### src/rtl/reg_wb_ctrl_pkg.sv
// Shared types for the register-file writeback controller: widths, the
// writeback request record and the arbitration grant encoding.
package reg_wb_ctrl_pkg;

  localparam int unsigned REG_AW   = 5;
  localparam int unsigned XLEN     = 32;
  localparam int unsigned NUM_REGS = 1 << REG_AW;

  typedef logic [REG_AW-1:0] reg_addr_t;

  typedef struct packed {
    reg_addr_t       rd;
    logic [XLEN-1:0] data;
  } wb_req_t;

  typedef enum logic [1:0] {
    GntNone,
    GntAlu,
    GntLoad
  } gnt_e;

endpackage

### src/rtl/reg_wb_ctrl_if.sv
// Bus bundle for reg_wb_ctrl: ALU result, load issue, load return, hazard
// query and register-file write port.
interface reg_wb_ctrl_if;
  import reg_wb_ctrl_pkg::*;

  logic            alu_valid;
  reg_addr_t       alu_rd;
  logic [XLEN-1:0] alu_data;
  logic            alu_ready;

  logic            ld_iss_valid;
  reg_addr_t       ld_iss_rd;
  logic            ld_iss_ready;

  logic            ld_ret_valid;
  reg_addr_t       ld_ret_rd;
  logic [XLEN-1:0] ld_ret_data;
  logic            ld_ret_ready;

  reg_addr_t       q_rs;
  reg_addr_t       q_rt;
  logic            busy_rs;
  logic            busy_rt;

  logic            wr_en;
  reg_addr_t       wr_addr;
  logic [XLEN-1:0] wr_data;

  modport master (
    output alu_valid, alu_rd, alu_data,
    output ld_iss_valid, ld_iss_rd,
    output ld_ret_valid, ld_ret_rd, ld_ret_data,
    output q_rs, q_rt,
    input  alu_ready, ld_iss_ready, ld_ret_ready, busy_rs, busy_rt,
    input  wr_en, wr_addr, wr_data
  );

  modport slave (
    input  alu_valid, alu_rd, alu_data,
    input  ld_iss_valid, ld_iss_rd,
    input  ld_ret_valid, ld_ret_rd, ld_ret_data,
    input  q_rs, q_rt,
    output alu_ready, ld_iss_ready, ld_ret_ready, busy_rs, busy_rt,
    output wr_en, wr_addr, wr_data
  );

endinterface

### src/rtl/reg_wb_ctrl_wb_fifo.sv
// Synchronous FIFO of writeback requests for returning loads. Depth must be a
// power of two so the pointers wrap naturally; an occupancy count tells full from empty.
module reg_wb_ctrl_wb_fifo
  import reg_wb_ctrl_pkg::*;
#(
  parameter int unsigned Depth = 4
) (
  input  logic    clk_i,
  input  logic    rst_i,
  input  logic    push_i,
  input  wb_req_t wdata_i,
  input  logic    pop_i,
  output wb_req_t rdata_o,
  output logic    full_o,
  output logic    empty_o
);

  localparam int unsigned PtrW = $clog2(Depth);
  localparam int unsigned CntW = PtrW + 1;

  logic [PtrW-1:0] wr_ptr_q, wr_ptr_d;
  logic [PtrW-1:0] rd_ptr_q, rd_ptr_d;
  logic [CntW-1:0] cnt_q, cnt_d;
  wb_req_t         mem_q [Depth];
  logic            do_push, do_pop;

  assign full_o  = (cnt_q == CntW'(Depth));
  assign empty_o = (cnt_q == '0);
  assign do_push = push_i && !full_o;
  assign do_pop  = pop_i && !empty_o;
  assign rdata_o = mem_q[rd_ptr_q];

  always_comb begin
    wr_ptr_d = do_push ? wr_ptr_q + 1'b1 : wr_ptr_q;
    rd_ptr_d = do_pop  ? rd_ptr_q + 1'b1 : rd_ptr_q;
    cnt_d    = cnt_q;
    unique case ({do_push, do_pop})
      2'b10:   cnt_d = cnt_q + 1'b1;
      2'b01:   cnt_d = cnt_q - 1'b1;
      default: cnt_d = cnt_q;
    endcase
  end

  always_ff @(posedge clk_i) begin
    if (rst_i) begin
      wr_ptr_q <= '0;
      rd_ptr_q <= '0;
      cnt_q    <= '0;
    end else begin
      wr_ptr_q <= wr_ptr_d;
      rd_ptr_q <= rd_ptr_d;
      cnt_q    <= cnt_d;
    end
  end

  // Storage needs no reset; the occupancy count guards every read.
  always_ff @(posedge clk_i) begin
    if (do_push) begin
      mem_q[wr_ptr_q] <= wdata_i;
    end
  end

endmodule

### src/rtl/reg_wb_ctrl.sv
// Writeback controller: arbitrates ALU results and buffered load returns onto
// one registered register-file write port and tracks pending loads per register.
module reg_wb_ctrl
  import reg_wb_ctrl_pkg::*;
#(
  parameter int unsigned LQ_DEPTH   = 4,
  parameter int unsigned STARVE_MAX = 3
) (
  input  logic           clk_i,
  input  logic           rst_i,
  reg_wb_ctrl_if.slave   bus_io
);

  localparam int unsigned StarveW = (STARVE_MAX < 1) ? 1 : $clog2(STARVE_MAX + 1);
  localparam logic [StarveW-1:0] StarveMaxC = StarveW'(STARVE_MAX);

  wb_req_t             ld_ret_req;
  wb_req_t             ld_head;
  logic                fifo_full, fifo_empty;
  logic                ld_push, ld_pop;
  gnt_e                gnt;
  logic                iss_ready;

  logic [StarveW-1:0]  starve_q, starve_d;
  logic [NUM_REGS-1:0] sb_q, sb_d;
  logic                wr_en_q, wr_en_d;
  reg_addr_t           wr_addr_q, wr_addr_d;
  logic [XLEN-1:0]     wr_data_q, wr_data_d;

  assign ld_ret_req = '{rd: bus_io.ld_ret_rd, data: bus_io.ld_ret_data};
  assign ld_push    = bus_io.ld_ret_valid && !fifo_full;
  assign ld_pop     = (gnt == GntLoad);

  reg_wb_ctrl_wb_fifo #(
    .Depth (LQ_DEPTH)
  ) u_wb_fifo (
    .clk_i   (clk_i),
    .rst_i   (rst_i),
    .push_i  (ld_push),
    .wdata_i (ld_ret_req),
    .pop_i   (ld_pop),
    .rdata_o (ld_head),
    .full_o  (fifo_full),
    .empty_o (fifo_empty)
  );

  // A waiting load that has lost STARVE_MAX times in a row takes the port.
  always_comb begin
    gnt = GntNone;
    if (bus_io.alu_valid && !(!fifo_empty && (starve_q == StarveMaxC))) begin
      gnt = GntAlu;
    end else if (!fifo_empty) begin
      gnt = GntLoad;
    end
  end

  always_comb begin
    starve_d = starve_q;
    if (fifo_empty || (gnt == GntLoad)) begin
      starve_d = '0;
    end else if ((gnt == GntAlu) && (starve_q != StarveMaxC)) begin
      starve_d = starve_q + 1'b1;
    end
  end

  assign iss_ready = !sb_q[bus_io.ld_iss_rd] || (bus_io.ld_iss_rd == '0);

  // Clear is applied after set so a same-cycle collision leaves the bit clear.
  always_comb begin
    sb_d = sb_q;
    if (bus_io.ld_iss_valid && iss_ready) begin
      sb_d[bus_io.ld_iss_rd] = 1'b1;
    end
    if (ld_pop) begin
      sb_d[ld_head.rd] = 1'b0;
    end
    sb_d[0] = 1'b0;
  end

  always_comb begin
    wr_en_d   = 1'b0;
    wr_addr_d = wr_addr_q;
    wr_data_d = wr_data_q;
    case (gnt)
      GntAlu: begin
        wr_en_d   = (bus_io.alu_rd != '0);
        wr_addr_d = bus_io.alu_rd;
        wr_data_d = bus_io.alu_data;
      end
      GntLoad: begin
        wr_en_d   = (ld_head.rd != '0);
        wr_addr_d = ld_head.rd;
        wr_data_d = ld_head.data;
      end
      default: ;
    endcase
  end

  always_ff @(posedge clk_i) begin
    if (rst_i) begin
      starve_q  <= '0;
      sb_q      <= '0;
      wr_en_q   <= 1'b0;
      wr_addr_q <= '0;
      wr_data_q <= '0;
    end else begin
      starve_q  <= starve_d;
      sb_q      <= sb_d;
      wr_en_q   <= wr_en_d;
      wr_addr_q <= wr_addr_d;
      wr_data_q <= wr_data_d;
    end
  end

  assign bus_io.alu_ready    = (gnt == GntAlu);
  assign bus_io.ld_iss_ready = iss_ready;
  assign bus_io.ld_ret_ready = !fifo_full;
  assign bus_io.busy_rs      = sb_q[bus_io.q_rs];
  assign bus_io.busy_rt      = sb_q[bus_io.q_rt];
  assign bus_io.wr_en        = wr_en_q;
  assign bus_io.wr_addr      = wr_addr_q;
  assign bus_io.wr_data      = wr_data_q;

endmodule

### src/flat_wrapper.sv
// flat-port wrapper written by rule: the top's interface ports become plain ports
module reg_wb_ctrl_flat import reg_wb_ctrl_pkg::*;
#(
  parameter int unsigned LQ_DEPTH   = 4,
  parameter int unsigned STARVE_MAX = 3
)
  (clk_i, rst_i, bus_io_alu_valid, bus_io_alu_rd, bus_io_alu_data, bus_io_ld_iss_valid, bus_io_ld_iss_rd, bus_io_ld_ret_valid, bus_io_ld_ret_rd, bus_io_ld_ret_data, bus_io_q_rs, bus_io_q_rt, bus_io_alu_ready, bus_io_ld_iss_ready, bus_io_ld_ret_ready, bus_io_busy_rs, bus_io_busy_rt, bus_io_wr_en, bus_io_wr_addr, bus_io_wr_data);
  reg_wb_ctrl_if bus_io_i ();
  input  logic clk_i;
  input  logic rst_i;
  input wire logic [$bits(bus_io_i.alu_valid)-1:0] bus_io_alu_valid;
  input wire logic [$bits(bus_io_i.alu_rd)-1:0] bus_io_alu_rd;
  input wire logic [$bits(bus_io_i.alu_data)-1:0] bus_io_alu_data;
  input wire logic [$bits(bus_io_i.ld_iss_valid)-1:0] bus_io_ld_iss_valid;
  input wire logic [$bits(bus_io_i.ld_iss_rd)-1:0] bus_io_ld_iss_rd;
  input wire logic [$bits(bus_io_i.ld_ret_valid)-1:0] bus_io_ld_ret_valid;
  input wire logic [$bits(bus_io_i.ld_ret_rd)-1:0] bus_io_ld_ret_rd;
  input wire logic [$bits(bus_io_i.ld_ret_data)-1:0] bus_io_ld_ret_data;
  input wire logic [$bits(bus_io_i.q_rs)-1:0] bus_io_q_rs;
  input wire logic [$bits(bus_io_i.q_rt)-1:0] bus_io_q_rt;
  output wire logic [$bits(bus_io_i.alu_ready)-1:0] bus_io_alu_ready;
  output wire logic [$bits(bus_io_i.ld_iss_ready)-1:0] bus_io_ld_iss_ready;
  output wire logic [$bits(bus_io_i.ld_ret_ready)-1:0] bus_io_ld_ret_ready;
  output wire logic [$bits(bus_io_i.busy_rs)-1:0] bus_io_busy_rs;
  output wire logic [$bits(bus_io_i.busy_rt)-1:0] bus_io_busy_rt;
  output wire logic [$bits(bus_io_i.wr_en)-1:0] bus_io_wr_en;
  output wire logic [$bits(bus_io_i.wr_addr)-1:0] bus_io_wr_addr;
  output wire logic [$bits(bus_io_i.wr_data)-1:0] bus_io_wr_data;
  assign bus_io_i.alu_valid = bus_io_alu_valid;
  assign bus_io_i.alu_rd = bus_io_alu_rd;
  assign bus_io_i.alu_data = bus_io_alu_data;
  assign bus_io_i.ld_iss_valid = bus_io_ld_iss_valid;
  assign bus_io_i.ld_iss_rd = bus_io_ld_iss_rd;
  assign bus_io_i.ld_ret_valid = bus_io_ld_ret_valid;
  assign bus_io_i.ld_ret_rd = bus_io_ld_ret_rd;
  assign bus_io_i.ld_ret_data = bus_io_ld_ret_data;
  assign bus_io_i.q_rs = bus_io_q_rs;
  assign bus_io_i.q_rt = bus_io_q_rt;
  assign bus_io_alu_ready = bus_io_i.alu_ready;
  assign bus_io_ld_iss_ready = bus_io_i.ld_iss_ready;
  assign bus_io_ld_ret_ready = bus_io_i.ld_ret_ready;
  assign bus_io_busy_rs = bus_io_i.busy_rs;
  assign bus_io_busy_rt = bus_io_i.busy_rt;
  assign bus_io_wr_en = bus_io_i.wr_en;
  assign bus_io_wr_addr = bus_io_i.wr_addr;
  assign bus_io_wr_data = bus_io_i.wr_data;
  reg_wb_ctrl #(.LQ_DEPTH(LQ_DEPTH), .STARVE_MAX(STARVE_MAX)) u_core (.clk_i(clk_i), .rst_i(rst_i), .bus_io(bus_io_i));
endmodule
### config.mk
export PLATFORM = sky130hd
export DESIGN_NAME = reg_wb_ctrl_flat
export DESIGN_NICKNAME = d
export VERILOG_FILES = /design/src/rtl/reg_wb_ctrl_pkg.sv /design/src/rtl/reg_wb_ctrl_if.sv /design/src/rtl/reg_wb_ctrl_wb_fifo.sv /design/src/rtl/reg_wb_ctrl.sv /design/src/flat_wrapper.sv
export SDC_FILE = /design/constraint.sdc
export NUM_CORES = 1
export LEC_CHECK = 0
export ABC_AREA = 1
export CAP_MARGIN = 5
export CORE_MARGIN = 1.5
export CORE_UTILIZATION = 50
export DETAILED_ROUTE_END_ITERATION = 12
export GPL_TIMING_DRIVEN = 0
export PLACE_DENSITY = 0.74
export SYNTH_ARGS = -nofsm -noshare
export SYNTH_HDL_FRONTEND = slang
export SYNTH_SLANG_ARGS = --single-unit
### constraint.sdc
create_clock -name clk_i -period 7.8 [get_ports clk_i]
set_input_delay 1.56 -clock clk_i [delete_from_list [all_inputs] [get_ports clk_i]]
set_output_delay 1.56 -clock clk_i [all_outputs]
set_load 0.005 [all_outputs]
## Word-level counts from Yosys, hierarchy flattened

Memory sizes are Yosys's and may differ from the RTL's. A register that Yosys moved wholly into a read port is not among the register bits.
Cells that the tools add are included.

| storage, ports and cells | value |
|---|---|
| register bits | 79 |
| bits in latches | 0 |
| RAM bits | 148 |
| bits in read-only memories | 0 |
| output and inout bits | 43 |
| memories | 1 |

| cells by class | value |
|---|---|
| add/subtract/negate cells | 5 |
| multiply operators | 0 |
| div/mod/pow operators | 0 |
| $lt $le $gt $ge | 6 |
| eq/ne operators | 7 |
| shift-type cells | 0 |
| muxes and demuxes | 22 |
| bitwise logic cells | 3 |
| reduce and logical (&&, ||, !) cells | 22 |

Memories:

| name | depth | bits a word | read ports | clocked after Yosys merged registers in | write ports | RTL line | RTL |
|---|---|---|---|---|---|---|---|
| u_core.u_wb_fifo.mem_q | 4 | 37 | 1 | 1 | 1 | reg_wb_ctrl_wb_fifo.sv:24 | `wb_req_t mem_q [Depth];` |

Operators by type and width:

| kind | number |
|---|---|
| 32-bit 2-to-1 mux | 2 |
| 32-bit case mux with 2 select lines | 1 |
| 32-bit AND | 1 |
| 32-bit inverter | 1 |
| 32-bit OR | 1 |
| 5-bit by 6-bit < comparator with 1-bit output (second input constant) | 4 |
| 1-bit binary-select mux with 5-bit select | 3 |
| 1-bit demux with 5-bit select | 2 |
| 5-bit by 1-bit >= comparator with 1-bit output (second input constant) | 2 |
| 5-bit case mux with 2 select lines | 1 |
| 5-bit nonzero test | 2 |
| 1-bit logical AND | 9 |
| 2-bit 2-to-1 mux | 4 |
| 1-bit 2-to-1 mux | 7 |
| 2-bit by 1-bit adder with 2-bit output (second input constant) | 3 |
| 2-bit == test (second input constant) | 3 |
| 3-bit case mux with 2 select lines | 1 |
| 5-bit logical NOT | 1 |
| 2-bit by 1-bit == test with 1-bit output (second input constant) | 2 |
| 1-bit logical NOT | 4 |
| 2-bit nonzero test | 2 |
| 3-bit by 1-bit adder with 3-bit output (second input constant) | 1 |
| 3-bit == test (second input constant) | 1 |
| 3-bit logical NOT | 1 |
| 5 further kinds | 6 |

## Depth between registers and ports, before layout

Gate-level depths: netlist of the first run.

| logic depth | value |
|---|---|
| depth in word-level cells | 10 |
| depth in mapped cells | 12 |

## Cells and area by module

From an unflattened synthesis of the first run, not the netlist that was laid out.

| second synthesis, totals | value |
|---|---|
| cell total of the unflattened synthesis | 1,097 |
| area total of the unflattened synthesis | 10,226.1 µm² |

Modules (own cells, without submodules):

| module | instances | cells each | area each (µm²) |
|---|---|---|---|
| reg_wb_ctrl_wb_fifo | 1 | 428 | 5,972.0 |
| reg_wb_ctrl | 1 | 669 | 4,254.1 |

## Least setup slack after synthesis of the first run

OpenSTA, ideal clock, no wires.

| path | value |
|---|---|
| path kind | in2out |
| from | in bus_io_q_rt[0] |
| to | out bus_io_busy_rt |
| data arrival time | 2.564 ns |
| data required time | 6.240 ns |
| setup slack | 3.676 ns |
| stages on the path | 10 |
| buffers on the path | 2 |
| cell sequence | buf_2 > inv_1 > buf_2 > a21oi_1 > o21ai_0 > o211ai_1 > nand3_1 > nand2_1 > inv_1 > o21ai_0 |

| on the way | value |
|---|---|
| word-level cells in the longest chain between the ends | 2 |

RTL lines:

| element | RTL line | RTL |
|---|---|---|
| start, declared | flat_wrapper.sv:20 | `input wire logic [$bits(bus_io_i.q_rt)-1:0] bus_io_q_rt;` |
| 1-bit binary-select mux with 5-bit select | reg_wb_ctrl.sv:119 | `assign bus_io.busy_rt = sb_q[bus_io.q_rt];` |
| 1-bit 2-to-1 mux (not written as such) | reg_wb_ctrl.sv:119 |  |
| end, declared | flat_wrapper.sv:25 | `output wire logic [$bits(bus_io_i.busy_rt)-1:0] bus_io_busy_rt;` |

Every way passes these cells. The select of a mux whose other input is x is not followed.

## Final worst setup path of the first run

| path | value |
|---|---|
| from | in bus_io_q_rs[0] |
| to | out bus_io_busy_rs |

| on the way | value |
|---|---|
| word-level cells in the longest chain between the ends | 2 |

RTL lines:

| element | RTL line | RTL |
|---|---|---|
| start, declared | flat_wrapper.sv:19 | `input wire logic [$bits(bus_io_i.q_rs)-1:0] bus_io_q_rs;` |
| 1-bit binary-select mux with 5-bit select | reg_wb_ctrl.sv:118 | `assign bus_io.busy_rs = sb_q[bus_io.q_rs];` |
| 1-bit 2-to-1 mux (not written as such) | reg_wb_ctrl.sv:118 |  |
| end, declared | flat_wrapper.sv:24 | `output wire logic [$bits(bus_io_i.busy_rs)-1:0] bus_io_busy_rs;` |

Every way passes these cells. The select of a mux whose other input is x is not followed.

==> results_dict.tcl, run 1 <==
set metrics [dict create \
    status "finished clean" \
    die-width_um 147 \
    seq_area_frac_synth_pct 58.5 \
    slew_violations 0 \
    finalWirelength_mm 27.6 \
    cts.sinks 228 \
    slew-limit-headroom_pct 55.1 \
    grt-ovfl-total 0 \
    setup_tns_ns 0 \
    syn_nets 1246 \
    combPwrFrac_pct 29.4 \
    finalSetupViolations 0 \
    wl_per_cell_um 17.3 \
    cts_made_buffers 23 \
    p_leak_nw 4.93 \
    dieArea_sq_um 21600 \
    vdd_drop_max_uv 197 \
    min_to "u_core.sb_q[17]$_SDFF_PP0_" \
    synth_seq_cells 228 \
    num_vias 8775 \
    syn-instance-count 1145 \
    async_flop_share_pct 0 \
    area_delta_synth_final_pct 24.7 \
    start_util_pct 51.1 \
    pwr-share-clk_pct 29.6 \
    synth-edff-count 148 \
    cts_setup_buffers 0 \
    core_area_sq_um 20200 \
    drtIter0Drc 800 \
    fin_crit_ns 5.50 \
    min_path_cells 2 \
    clk_pin_slew_ns 0.06 \
    worstRegToRegCells 11 \
    crit_type "input pin to primary output" \
    avgSynthCellArea_sq_um 9.03 \
    grtUsageTotal_pct 25.6 \
    fin_hold_ws_ns 0.487 \
    clockBufferDepth 3 \
    finalWeightedCongestion 0.938 \
    clk_latency_ns 0.51 \
    yosysWarnings 0 \
    drive_gt1_share_pct 6.04 \
    ys_types 34 \
    r2r-start "u_core.starve_q[0]$_SDFFE_PP0P_" \
    critPathArrivalTime_ns 3.94 \
    final_common_cell "nand2_1" \
    die_height_um 147 \
    dp_slack_ns 2.34 \
    crit_fanout 10 \
    cts_tree "done" \
    p_seq_share_pct 41.0 \
    finalHoldViolCount 0 \
    grt_max_degree 30 \
    holdBufCountCts 0 \
    cts_root_buf "clkbuf_16" \
    cts_resized 0 \
    start_kind "input pin" \
    port_buffers 135 \
    fin_ws_ns 2.30 \
    dp_hpwl_mm 19.0 \
    power_mw 3.73 \
    nNetsFinal 1410 \
    cts.htree.levels 1 \
    ant_nets 0 \
    power_density_nw_per_um2 289 \
    hp-class "register to register" \
    via_per_inst 5.50 \
    syn_area_sq_um 10300 \
    cap_violations 0 \
    netSwitchingFraction_pct 32.0 \
    antenna_found_initial 3 \
    fmax_mhz 182 \
    layout_common_cells "nand2_1 (236), edfxtp_1 (148), clkdlybuf4s50_1 (135)" \
    io_pins 137 \
    skew_ns 0.00905 \
    post-route-drc-count 0 \
    grt_pass1_wl_mm 43.6 \
    grt_pass1_vias 8467 \
    timing.final.crit_share_pct 70.5 \
    worst_slew_pin_slew_ns 0.673 \
    power.internal_mw 2.53 \
    r2r-end "u_core.u_wb_fifo.cnt_q[2]$_SDFFE_PP0P_" \
    synthFlopType "edfxtp_1" \
    rsz0062_at_grt "false" \
    p_sw_mw 1.19 \
    rrSetupSlack_ns 5.04 \
    min-delay-start "u_core.sb_q[17]$_SDFF_PP0_" \
    firstDrtPassIters 7 \
    rows 52 \
    required_ns 6.24 \
    end_kind "primary output" \
]
-- stage by stage --
| step | instances | area [sq um] | util, % |
|---|---|---|---|
| 2_1_floorplan | 1145 | 10300 | - |
| 3_3_place_gp | 1550 | 12000 | 59.4 |
| 3_5_place_dp | 1554 | 12100 | 60.0 |
| 4_1_cts | 1594 | 12900 | 63.7 |
| 5_1_grt | 1596 | 12900 | 63.7 |
| 6_report | 1596 | 12900 | 63.7 |
-- layer usage --
layer | track usage, % | vias to the layer above | wire [um]
met1 | 33.1 | 4071 | 11500
met3 | 4.35 | 55 | 2220
li1 | - | 4275 | -
met5 | 0 | - | 13
met2 | 42.9 | 372 | 13100
met4 | 10.5 | 2 | 867
-- cells by family after synthesis --
family	after synthesis	share of synthesized area, %
buffers and inverters	176	7.07
flip-flops	228	58.5
AO/OA/AOI/OAI	263	14.3
XOR/XNOR	1	0.0847
adder cells (fa/ha/maj)	7	0.920
AND/OR/NAND/NOR	470	19.1
-- power groups by stage --
stage / combinational, mW / sequential [mW] / clock [mW]
2_1_floorplan: 0.606 / 1.55 / 0
6_report: 1.10 / 1.53 / 1.10
3_3_place_gp: 1.06 / 1.56 / 0
5_1_grt: 1.21 / 1.54 / 1.16
3_5_place_dp: 1.09 / 1.55 / 0
4_1_cts: 1.10 / 1.53 / 1.11
-- flip-flops by register name, summed over array words and instances, names as in the netlist, named ones only --
| signal | count |
|---|---|
| u_core.bus_io.wr_addr | 5 |
| u_core.bus_io.wr_data | 32 |
| u_core.bus_io.wr_en | 1 |
| u_core.sb_q | 31 |
| u_core.starve_q | 2 |
| u_core.u_wb_fifo.cnt_q | 3 |
| u_core.u_wb_fifo.mem_q | 148 |
| u_core.u_wb_fifo.rd_ptr_q | 2 |
| u_core.u_wb_fifo.wr_ptr_q | 2 |
-- worst max path at each step --
| stage | slack [ns] | startpoint | endpoint | depth (start not counted) |
|---|---|---|---|---|
| 3_3_place_gp | 2.08 | bus_io_ld_ret_valid | u_core.u_wb_fifo.mem_q[3][11]$_DFFE_PP_ | 3 |
| 6_report | 2.30 | bus_io_q_rs[0] | bus_io_busy_rs | 11 |
| 2_1_floorplan | 3.68 | bus_io_q_rt[0] | bus_io_busy_rt | 10 |
| 3_5_place_dp | 2.34 | bus_io_q_rs[0] | bus_io_busy_rs | 11 |
| 5_1_grt | 2.10 | bus_io_q_rs[0] | bus_io_busy_rs | 11 |
| 4_1_cts | 2.32 | bus_io_q_rs[0] | bus_io_busy_rs | 11 |
-- cell usage after synthesis, types with 2 or more instances --
cell / instances / share of area [%]
o211ai_1: 45 / 3.3
o21ai_0: 116 / 5.6
nor2_1: 125 / 4.5
clkbuf_1: 34 / 1.2
nand2_2: 2 / 0.12
nand3_1: 57 / 2.8
nand2_1: 236 / 8.6
buf_2: 17 / 0.82
dfxtp_1: 80 / 15
inv_2: 4 / 0.15
edfxtp_1: 148 / 43
buf_4: 5 / 0.36
a31oi_1: 2 / 0.12
ha_1: 6 / 0.73
buf_6: 4 / 0.44
nor3_1: 9 / 0.44
o22ai_1: 32 / 1.9
nor2_4: 4 / 0.44
o21ai_1: 3 / 0.15
nand4_1: 31 / 1.9
buf_1: 4 / 0.15
a21oi_1: 62 / 3.0
inv_1: 107 / 3.9
and3_1: 2 / 0.12
-- worst max-delay path, stage by stage --
cell and delay, ns:
clkdlybuf4s50_1 0.62, inv_1 0.20, clkbuf_1 0.25, o21ai_0 0.23, a21oi_1 0.06, o21ai_0 0.24
nand3_1 0.11, nand2_1 0.07, nand2_1 0.04, nand2_1 0.05, clkdlybuf4s50_1 0.49
-- cell type report --
class	instances	area [sq um]
fill	1652	7340
sequential	228	6050
multi-input combinational	741	3590
timing repair buffer	139	1430
clock buffer	28	614
inverter	112	420
tap	270	338
buffer	64	310
clock inverter	12	136
antenna	2	5.00
Note: power is estimated with default switching activity, not from simulation.
==> run 2: changes to the inputs <==
==> constraint.sdc (replaced) <==
create_clock -name clk_i -period 5.2 [get_ports clk_i]
set_input_delay 1.04 -clock clk_i [delete_from_list [all_inputs] [get_ports clk_i]]
set_output_delay 1.04 -clock clk_i [all_outputs]
set_load 0.005 [all_outputs]
==> results of run 2 <==
The final DEF is identical to that of run 1. Status: finished clean.
Among the figures that moved: setup slack after placement 2.34 ns -> 0.777 ns; setup slack after layout 2.30 ns -> 0.742 ns; register-to-register setup slack 5.04 ns -> 2.44 ns; total power 3.73 mW -> 5.59 mW; worst IR drop on VDD 197 uV -> 296 uV
